[config.mk]
export PLATFORM = sky130hd
export DESIGN_NAME = bcd_updown_counter
export DESIGN_NICKNAME = d
export VERILOG_FILES = /design/src/rtl/bcd_updown_counter_pkg.sv /design/src/rtl/bcd_updown_counter_seg7_decoder.sv /design/src/rtl/bcd_updown_counter.sv
export SDC_FILE = /design/constraint.sdc
export NUM_CORES = 1
export LEC_CHECK = 0
export ABC_AREA = 1
export ABC_CLOCK_PERIOD_IN_PS = 1900
export CORE_UTILIZATION = 34
export DETAILED_ROUTE_END_ITERATION = 16
export GPL_TIMING_DRIVEN = 0
export SETUP_SLACK_MARGIN = 0.2
export SYNTH_ARGS = -nofsm -noshare
export SYNTH_HDL_FRONTEND = slang
export SYNTH_SLANG_ARGS = --single-unit
[constraint.sdc]
create_clock -name clk -period 1.9 [get_ports clk]
set_input_delay 0.285 -clock clk [delete_from_list [all_inputs] [get_ports clk]]
set_output_delay 0.285 -clock clk [all_outputs]
set_load 0.05 [all_outputs]
[src/rtl/bcd_updown_counter_pkg.sv]
// Shared definitions for the BCD up/down counter: seven-segment patterns
// (active-low {g,f,e,d,c,b,a}) and elaboration-time helpers.
package bcd_updown_counter_pkg;

   localparam logic [6:0] SEG_0     = 7'h40;
   localparam logic [6:0] SEG_1     = 7'h79;
   localparam logic [6:0] SEG_2     = 7'h24;
   localparam logic [6:0] SEG_3     = 7'h30;
   localparam logic [6:0] SEG_4     = 7'h19;
   localparam logic [6:0] SEG_5     = 7'h12;
   localparam logic [6:0] SEG_6     = 7'h02;
   localparam logic [6:0] SEG_7     = 7'h78;
   localparam logic [6:0] SEG_8     = 7'h00;
   localparam logic [6:0] SEG_9     = 7'h10;
   localparam logic [6:0] SEG_BLANK = 7'h7F;

   function automatic int bcd_w(input int digits);
      return 4 * digits;
   endfunction

   // Packs up to four decimal digits, digit 0 in the LSBs.
   function automatic logic [15:0] to_bcd(input int value);
      logic [15:0] r;
      int          v;
      r = '0;
      v = value;
      for (int d = 0; d < 4; d++) begin
         r[4*d +: 4] = 4'(v % 10);
         v           = v / 10;
      end
      return r;
   endfunction

endpackage

[src/rtl/bcd_updown_counter_seg7_decoder.sv]
// Single-digit BCD to active-low seven-segment decoder with forced blank.
module seg7_decoder
   import bcd_updown_counter_pkg::*;
(
   input  logic [3:0] i_nibble,
   input  logic       i_blank,
   output logic [6:0] o_seg
);

   always_comb begin
      o_seg = SEG_BLANK;
      if (!i_blank) begin
         case (i_nibble)
            4'd0:    o_seg = SEG_0;
            4'd1:    o_seg = SEG_1;
            4'd2:    o_seg = SEG_2;
            4'd3:    o_seg = SEG_3;
            4'd4:    o_seg = SEG_4;
            4'd5:    o_seg = SEG_5;
            4'd6:    o_seg = SEG_6;
            4'd7:    o_seg = SEG_7;
            4'd8:    o_seg = SEG_8;
            4'd9:    o_seg = SEG_9;
            default: o_seg = SEG_BLANK;
         endcase
      end
   end

endmodule

[src/rtl/bcd_updown_counter.sv]
// Multi-digit BCD up/down counter with programmable terminal count, validated
// parallel load, wrap/saturate mode and per-digit seven-segment outputs.
module bcd_updown_counter
   import bcd_updown_counter_pkg::*;
#(
   parameter int DIGITS   = 2,
   parameter int MAX      = 99,
   parameter bit SATURATE = 1'b0,
   parameter bit LZ_BLANK = 1'b0
) (
   input  logic                        clk,
   input  logic                        rst,
   input  logic                        en,
   input  logic                        up,
   input  logic                        load,
   input  logic [bcd_w(DIGITS)-1:0]    load_val,
   output logic [bcd_w(DIGITS)-1:0]    bcd,
   output logic [7*DIGITS-1:0]         hex,
   output logic                        tc,
   output logic                        wrap,
   output logic                        load_err
);

   localparam int              W         = bcd_w(DIGITS);
   localparam logic [15:0]     MAX_BCD16 = to_bcd(MAX);
   localparam logic [W-1:0]    MAX_BCD   = MAX_BCD16[W-1:0];

   logic [W-1:0]      r_bcd;
   logic              r_wrap;
   logic              r_load_err;
   logic [W-1:0]      w_inc;
   logic [W-1:0]      w_dec;
   logic              w_nib_ok;
   logic              w_load_ok;
   logic              w_at_max;
   logic              w_at_zero;
   logic [DIGITS-1:0] w_blank;

   always_comb begin
      logic c;
      logic b;
      w_inc = r_bcd;
      w_dec = r_bcd;
      c     = 1'b1;
      b     = 1'b1;
      for (int i = 0; i < DIGITS; i++) begin
         if (c) begin
            if (r_bcd[4*i +: 4] == 4'd9) begin
               w_inc[4*i +: 4] = 4'd0;
            end else begin
               w_inc[4*i +: 4] = r_bcd[4*i +: 4] + 4'd1;
               c               = 1'b0;
            end
         end
         if (b) begin
            if (r_bcd[4*i +: 4] == 4'd0) begin
               w_dec[4*i +: 4] = 4'd9;
            end else begin
               w_dec[4*i +: 4] = r_bcd[4*i +: 4] - 4'd1;
               b               = 1'b0;
            end
         end
      end
   end

   // With every nibble a valid digit, packed BCD orders the same as its decimal value.
   always_comb begin
      w_nib_ok = 1'b1;
      for (int i = 0; i < DIGITS; i++) begin
         if (load_val[4*i +: 4] > 4'd9) w_nib_ok = 1'b0;
      end
   end

   assign w_load_ok = w_nib_ok && (load_val <= MAX_BCD);
   assign w_at_max  = (r_bcd == MAX_BCD);
   assign w_at_zero = (r_bcd == '0);

   always_ff @(posedge clk) begin
      if (!rst) begin
         r_bcd      <= '0;
         r_wrap     <= 1'b0;
         r_load_err <= 1'b0;
      end else begin
         r_wrap     <= 1'b0;
         r_load_err <= 1'b0;
         if (load) begin
            if (w_load_ok) r_bcd      <= load_val;
            else           r_load_err <= 1'b1;
         end else if (en) begin
            if (up) begin
               if (!w_at_max) begin
                  r_bcd <= w_inc;
               end else if (!SATURATE) begin
                  r_bcd  <= '0;
                  r_wrap <= 1'b1;
               end
            end else begin
               if (!w_at_zero) begin
                  r_bcd <= w_dec;
               end else if (!SATURATE) begin
                  r_bcd  <= MAX_BCD;
                  r_wrap <= 1'b1;
               end
            end
         end
      end
   end

   assign bcd      = r_bcd;
   assign wrap     = r_wrap;
   assign load_err = r_load_err;
   assign tc       = en & ((up & w_at_max) | (~up & w_at_zero));

   for (genvar i = 0; i < DIGITS; i++) begin : g_digit
      assign w_blank[i] = LZ_BLANK && (i != 0) && (r_bcd[W-1:4*i] == '0);

      seg7_decoder u_dec (
         .i_nibble (r_bcd[4*i +: 4]),
         .i_blank  (w_blank[i]),
         .o_seg    (hex[7*i +: 7])
      );
   end

endmodule

Yosys cells after proc, flatten, opt, wreduce, memory -nomap -nowiden
Memory sizes are Yosys's and may differ from the RTL's. A register that Yosys moved wholly into a read port is not among the register bits.
Index checks and enable logic that the tools add are counted.
{ "word_totals": {"regBits": 10, "mem_bits_ro": 224, "input_bits": 13, "out_inout_bits": 25, "elab_cells": 59, "memories": 2} }
{ "op_classes": {"n_addsub": 4, "n_lt_le_gt_ge": 3, "eq_ne": 5, "mux": 24, "n_bitwise": 7, "reduce_logical": 10} }
{ "memory_table": {"columns": ["name", "depth", "word_bits", "rd", "rd_clocked_by_memory_dff", "wr", "line", "source"], "rows": [
  ["(name not given)", 16, 7, 1, 1, 0, "bcd_updown_counter_seg7_decoder.sv:13", "case (i_nibble)"],
  ["(name not given)", 16, 7, 1, 1, 0, "bcd_updown_counter_seg7_decoder.sv:13", null]
]} }
{ "ops": {"columns": ["op", "n"], "rows": [
  ["$mux W8", 6],
  ["$mux W4", 10],
  ["$add A4 B1 Y4 const B", 2],
  ["$eq A4 B4 Y1 const B", 2],
  ["$eq A8 B8 Y1 const B", 1],
  ["$gt A4 B4 Y1 const B", 2],
  ["$le A8 B8 Y1 const B", 1],
  ["$logic_not A4 Y1", 2],
  ["$logic_not A8 Y1", 1],
  ["$mux W1", 8],
  ["$sub A4 B1 Y4 const B", 2],
  ["$ne A4 B1 Y1 const B", 1],
  ["$reduce_and A2 Y1", 2],
  ["$reduce_and A4 Y1", 1],
  ["$reduce_bool A4 Y1", 1],
  ["$and A1 B1 Y1", 3],
  ["$not A1 Y1", 3],
  ["$reduce_or A3 Y1", 1],
  ["$ne A2 B1 Y1 const B", 1],
  ["$reduce_bool A2 Y1", 1],
  ["$logic_and A1 B1 Y1", 1],
  ["$or A1 B1 Y1", 1]
]} }

Longest topological paths before layout
{ "logic_depth": {"ltp_word": 9, "ltp_mapped": 16, "ltp_nobuf": 15} }

Modules after synthesis
Synthesis repeated with hierarchy kept, for this count alone.
{ "unflattened": {"hier_cells": 227, "area_unflattened_um2": 1356.3} }
{ "modules_own_cells": {"columns": ["module", "instances", "cells_each", "area_per_inst_um2", "seq_area_each_um2"], "rows": [
  ["bcd_updown_counter", 1, 153, 938.4, 200.2],
  ["seg7_decoder", 2, 37, 209.0, 0.0]
]} }

Worst setup path before layout
No wires, ideal clock.
{ "synth_path": {"path_kind": "register to register", "start": "register r_bcd[0] (netlist: bcd[0])", "end": "register, netlist name g_digit[1].u_dec.o_seg[5]", "setup_time_ns": 0.114, "arrival_ns": 2.093, "t_required_ns": 1.786, "slack_ns": -0.307, "path_stages_with_launch": 16, "path_buffers": 1, "period_less_slack_ns": 2.207, "cell_sequence": "dfxtp_1 -> buf_4 -> nand2_1 -> inv_1 -> nand2_2 -> nand2_4 -> nand2_2 -> nor2_4 -> nand2_1 -> nand3_1 -> inv_1 -> ha_1 -> inv_1 -> nand4_1 -> nand3_1 -> nand2_1"} }
{ "synth_via": {"elab_chain_cells": 7, "elab_cells_between_ends": 16, "cone_classes": "eq/ne (3); mux (9); reduce/logical (4)"} }
{ "synth_rtl": {"columns": ["item", "line", "source"], "rows": [
  ["from (decl)", "bcd_updown_counter.sv:28", "logic [W-1:0] r_bcd;"],
  ["from (signal assigned)", "bcd_updown_counter.sv:87", "if (w_load_ok) r_bcd <= load_val;"],
  ["from (signal assigned)", "bcd_updown_counter.sv:92", "r_bcd <= w_inc;"],
  ["from (signal assigned)", "bcd_updown_counter.sv:99", "r_bcd <= w_dec;"],
  ["$eq A8 B8 Y1 or $logic_not A8 Y1 (tied branches)", "bcd_updown_counter.sv:75, bcd_updown_counter.sv:76", null],
  ["$mux W8 (on tied branches)", "bcd_updown_counter.sv:91, bcd_updown_counter.sv:98", null],
  ["$mux W8", "bcd_updown_counter.sv:90", "if (up) begin"],
  ["$mux W8", "bcd_updown_counter.sv:89", "end else if (en) begin"],
  ["$mux W8", "bcd_updown_counter.sv:86", "if (load) begin"],
  ["$mux W4 (no line) (*) (2 in a row)", null, null]
]} }
Mark *: on every way between the ends. The rest lies on a longest branch, timed or not. The select of a mux whose other input is x is not followed.
A chain may end at the register's enable or synchronous reset.

Worst setup path in the final report
{ "layout_path": {"start": "register r_bcd[1] (netlist: bcd[1])", "end": "register, netlist name g_digit[1].u_dec.o_seg[3]"} }
{ "layout_via": {"elab_chain_cells": 7, "elab_cells_between_ends": 16, "cone_classes": "eq/ne (3); mux (9); reduce/logical (4)"} }
{ "layout_rtl": {"columns": ["item", "line"], "rows": [
  ["$eq A8 B8 Y1 or $logic_not A8 Y1 (tied branches)", "bcd_updown_counter.sv:75, bcd_updown_counter.sv:76"],
  ["$mux W8 (on tied branches)", "bcd_updown_counter.sv:91, bcd_updown_counter.sv:98"],
  ["$mux W8", "bcd_updown_counter.sv:90"],
  ["$mux W8", "bcd_updown_counter.sv:89"],
  ["$mux W8", "bcd_updown_counter.sv:86"],
  ["$mux W4 (no line) (*) (2 in a row)", null]
]} }
Marks and branches as above.

==> flow_summary_export.csv <==
group,metric,value,unit
global_routing,grt_pass1_wl,7514,um
logic_synthesis,post_synth_inst_count,245,
setup_path,critical_path.n_buffers_inverters,1,
timing,achievable-frequency,526.7,MHz
die,rows,25,
timing,setup-violations-final,0,
timing,final.setup.worst_slack,0.001416,ns
clock_network,clk_transition_reported_paths,0.08,ns
timing,post-route-min-period,1.899,ns
finish,final_cell_count_no_fill,386,
finish,final_cell_area,2766,sq um
placement,place_ws,-0.6511,ns
setup_path,crit_fanout,5,
setup_path,critical_path.reg2reg.endpoint,"g_digit[1].u_dec.o_seg[3]",
global_routing,pin_count_of_the_biggest_net_entering_global_routing,14,
timing,worst_clk_skew,0.003855,ns
min_path,worstHoldPathType,"primary input to flip-flop",
detailed_routing,vias,1771,
setup_path,timing.critical_path.slowest_stage_cell,"sky130_fd_sc_hd__dfxtp_4",
logic_synthesis,post_synth_instance_area,1669,sq um
setup_path,cp.depth,11,
detailed_routing,detail_route.wl_per_cell,11.36,um
placement,io_buffers,36,
clock_network,clock_tree.htree_level_count,1,
die,design.die.area,5193,sq um
finish,synthesis_to_finish_area_growth,65.74,%
setup_path,endpoint_kind,"flip-flop",
logic_synthesis,count_of_state_elements_after_synthesis,24,
detailed_routing,detail_route.iter0.violations,137,
setup_path,peak_per_stage_delay_on_the_critical_path,0.35,ns
power,leakage,1.450,nW
finish,insertedDiodeCount,0,
setup_path,crit_path_end,"g_digit[1].u_dec.o_seg[3]",
logic_synthesis,syn_avg_cell_area,6.813,sq um
global_routing,grt_pass1_vias,1683,
min_path,hold_start,"load",
die,fp.dieW,72.07,um
setup_path,reg2reg_slack,0.001,ns
clock_network,cts_sinks,24,
global_routing,grt_antenna_before_repair,0,
setup_path,regToRegStartpoint,"bcd[1]",
detailed_routing,wl,4386,um
setup_path,cp_data_required_time,2.06,ns
clock_network,cts_tree,"done",
setup_path,cp-start-kind,"flip-flop",
clock_network,cts-root-buf,"sky130_fd_sc_hd__clkbuf_8",
clock_network,max-clock-path-buffers,2,
die,start_util,35.34,%
timing,finalHoldViolCount,0,
die,floorplan.die.height,72.07,um
setup_path,critPathArrivalTime,2.06,ns
setup_path,critical-path-top-delay-family,"simple AND/OR/NAND/NOR gates",
clock_network,clock_network_latency_to_the_later_pin_of_the_worst_skew_pair,0.26,ns
setup_path,crit_type,"flip-flop to flip-flop",
placement,place.gp.congestion,0.8132,
flow_run,drv_cap,0,
clock_network,cts-buffers-inserted,3,
timing,slew_violations,0,
global_routing,global_route.usage.total,17.98,%
power,vdd.ir_drop.worst,494.2,uV
setup_path,timing.reg2reg.worst_path_depth,11,
logic_synthesis,postSynthNetCount,268,
detailed_routing,postRouteAntennaNets,0,
finish,drive_gt1_share,39.81,%
clock_network,cts.hold.buffers_added,0,
outcome,outcome,"complete, no violations",
detailed_routing,vias_per_cell,4.588,
timing,relSlewSlack,66.55,%
logic_synthesis,yosysWarnings,0,
timing,fin_crit_sh,99.93,%
setup_path,cp_cell_sequence,"buf_8 -> nor2_8 -> nand2_4 -> a21oi_4 -> nand3_4 -> nand2_4 -> nand3_4 -> ha_4 -> nand4_1 -> nand3_1 -> nand2_1",
setup_path,timing.critical_path.from,"bcd[1]",
detailed_routing,post-route-drc-count,0,
finish,design.final.nets,343,
die,top_level_ports,38,
power,power-per-cell-area,749.0,nW/um^2
timing,rsz0062_at_grt,"yes",
detailed_routing,drt_first_pass_iters,4,
timing,worst_pin_slew,0.5010,ns
placement,place.detailed.hpwl,2848,um
logic_synthesis,synth.lib_cells_used.distinct,29,
placement,numPlacedInstances,348,
placement,placement.cell_area,2168,sq um
global_routing,grt_overflow,0,
logic_synthesis,yosysSeqAreaShare,28.79,%
die,placeableCoreArea,4723,sq um
## stage by stage
step / util [%] / total power [W] / hold WS (ns) / TNS, ns
final: 58.57 / 0.002072 / 0.3113 / 0
after global routing: 58.57 / 0.002201 / 0.3162 / -0.8989
after CTS: 56.16 / 0.002024 / 0.3061 / -0.009083
after detailed placement: 45.91 / 0.001547 / 0.5854 / -7.718
after global placement: 45.91 / 0.001543 / 0.5900 / -7.508
after floorplan: - / 0.001293 / 0.4325 / 0
## worst register-to-register path: stages (launching register included)
cell and delay [ns]:
sky130_fd_sc_hd__dfxtp_4 0.35, sky130_fd_sc_hd__buf_8 0.13, sky130_fd_sc_hd__nor2_8 0.12, sky130_fd_sc_hd__nand2_4 0.10
sky130_fd_sc_hd__a21oi_4 0.18, sky130_fd_sc_hd__nand3_4 0.15, sky130_fd_sc_hd__nand2_4 0.10, sky130_fd_sc_hd__nand3_4 0.12
sky130_fd_sc_hd__ha_4 0.30, sky130_fd_sc_hd__nand4_1 0.10, sky130_fd_sc_hd__nand3_1 0.09, sky130_fd_sc_hd__nand2_1 0.05
## state kept, by name, summed over array words and instances (netlist names)
register and flops:
bcd 8, wrap 1, load_err 1, g_digit.u_dec.o_seg 14
## routing by layer
| layer | wire [um] | global-route usage, % | up-vias |
|---|---|---|---|
| met4 | 16 | 3.050 | 0 |
| met5 | 0 | 0 | - |
| li1 | - | - | 918 |
| met1 | 2031 | 24.14 | 807 |
| met3 | 157 | 3.472 | 4 |
| met2 | 2180 | 30.32 | 42 |
## cells in the mapped netlist
master	count	area, sq um
sky130_fd_sc_hd__clkinv_4	1	8.760
sky130_fd_sc_hd__nand3_4	2	35.03
sky130_fd_sc_hd__a21boi_0	1	7.510
sky130_fd_sc_hd__nor2_8	1	20.02
sky130_fd_sc_hd__nand3_2	1	10.01
sky130_fd_sc_hd__inv_1	29	108.9
sky130_fd_sc_hd__buf_4	1	7.510
sky130_fd_sc_hd__a21oi_2	1	8.760
sky130_fd_sc_hd__dfxtp_1	24	480.5
sky130_fd_sc_hd__nor3_1	1	5.000
sky130_fd_sc_hd__a21oi_1	3	15.01
sky130_fd_sc_hd__nand3_1	24	120.1
sky130_fd_sc_hd__clkbuf_1	1	3.750
sky130_fd_sc_hd__nor2_4	4	45.04
sky130_fd_sc_hd__nor2_2	3	18.77
sky130_fd_sc_hd__nand2_4	4	45.04
sky130_fd_sc_hd__or2_2	1	6.260
sky130_fd_sc_hd__ha_1	10	125.1
sky130_fd_sc_hd__nand3b_1	2	15.01
sky130_fd_sc_hd__nand2_2	14	87.58
sky130_fd_sc_hd__inv_2	1	3.750
sky130_fd_sc_hd__o21ai_1	3	15.01
sky130_fd_sc_hd__nand4_1	5	31.28
sky130_fd_sc_hd__nor2_1	24	90.09
sky130_fd_sc_hd__a21oi_4	1	16.27
sky130_fd_sc_hd__o21ai_0	7	35.03
sky130_fd_sc_hd__buf_6	2	22.52
sky130_fd_sc_hd__nand2_1	73	274.0
sky130_fd_sc_hd__a21o_1	1	7.510
## power by group
group,switching (W),internal (W)
clock,0.000151,0.000150
sequential,0.0000439,0.000585
combinational,0.000709,0.000433
## area by class of cell
type | count | area [sq um]
inverter | 31 | 130.1
clock buffer | 4 | 45.04
timing repair buffer | 70 | 660.6
multi-input combinational | 186 | 1297
sequential | 24 | 500.5
fill | 432 | 1957
tap | 67 | 83.83
buffer | 4 | 48.80
## cells in the final DEF (no fill, tap or decap), types with 3 or more instances in the layout
cell / count
sky130_fd_sc_hd__nand2_1: 55
sky130_fd_sc_hd__buf_4: 25
sky130_fd_sc_hd__inv_1: 22
sky130_fd_sc_hd__nor2_1: 22
sky130_fd_sc_hd__nand2_2: 19
sky130_fd_sc_hd__nand2_4: 17
sky130_fd_sc_hd__nand3_1: 17
sky130_fd_sc_hd__dlygate4sd2_1: 17
sky130_fd_sc_hd__dfxtp_1: 16
sky130_fd_sc_hd__clkdlybuf4s50_1: 14
sky130_fd_sc_hd__buf_6: 8
sky130_fd_sc_hd__nor2_4: 7
sky130_fd_sc_hd__inv_2: 5
sky130_fd_sc_hd__o21ai_0: 5
sky130_fd_sc_hd__nand3_4: 5
sky130_fd_sc_hd__nand4_1: 5
sky130_fd_sc_hd__nand3_2: 5
sky130_fd_sc_hd__ha_4: 5
sky130_fd_sc_hd__o21ai_1: 4
sky130_fd_sc_hd__ha_1: 4
sky130_fd_sc_hd__dfxtp_4: 4
sky130_fd_sc_hd__dfxtp_2: 4
sky130_fd_sc_hd__dlymetal6s2s_1: 4
sky130_fd_sc_hd__buf_8: 3
sky130_fd_sc_hd__clkbuf_8: 3
## how the worst min path moves through the flow
stage,end,cells past startpoint
global placement,wrap,2
finish,wrap,2
global route,wrap,2
CTS,wrap,2
floorplan,bcd[7],2
detailed placement,wrap,2
## kinds of logic after synthesis
kind of cell | count (synthesis) | share of synthesized area, %
AND/OR/NAND/NOR | 159 | 48.13
buffers and inverters | 35 | 9.295
flip-flops | 24 | 28.79
AO/OA/AOI/OAI | 17 | 6.297
adder cells (fa/ha/maj) | 10 | 7.496
## repair_timing
item | in CTS | in global routing
endpoints found under the hold margin | 0 | 0
setup buffers | 27 | 7
pin swaps | 40 | 25
endpoints found under the setup margin | 24 | 21
gates resized for setup | 84 | 17
Note: power is estimated with default switching activity, not from simulation.
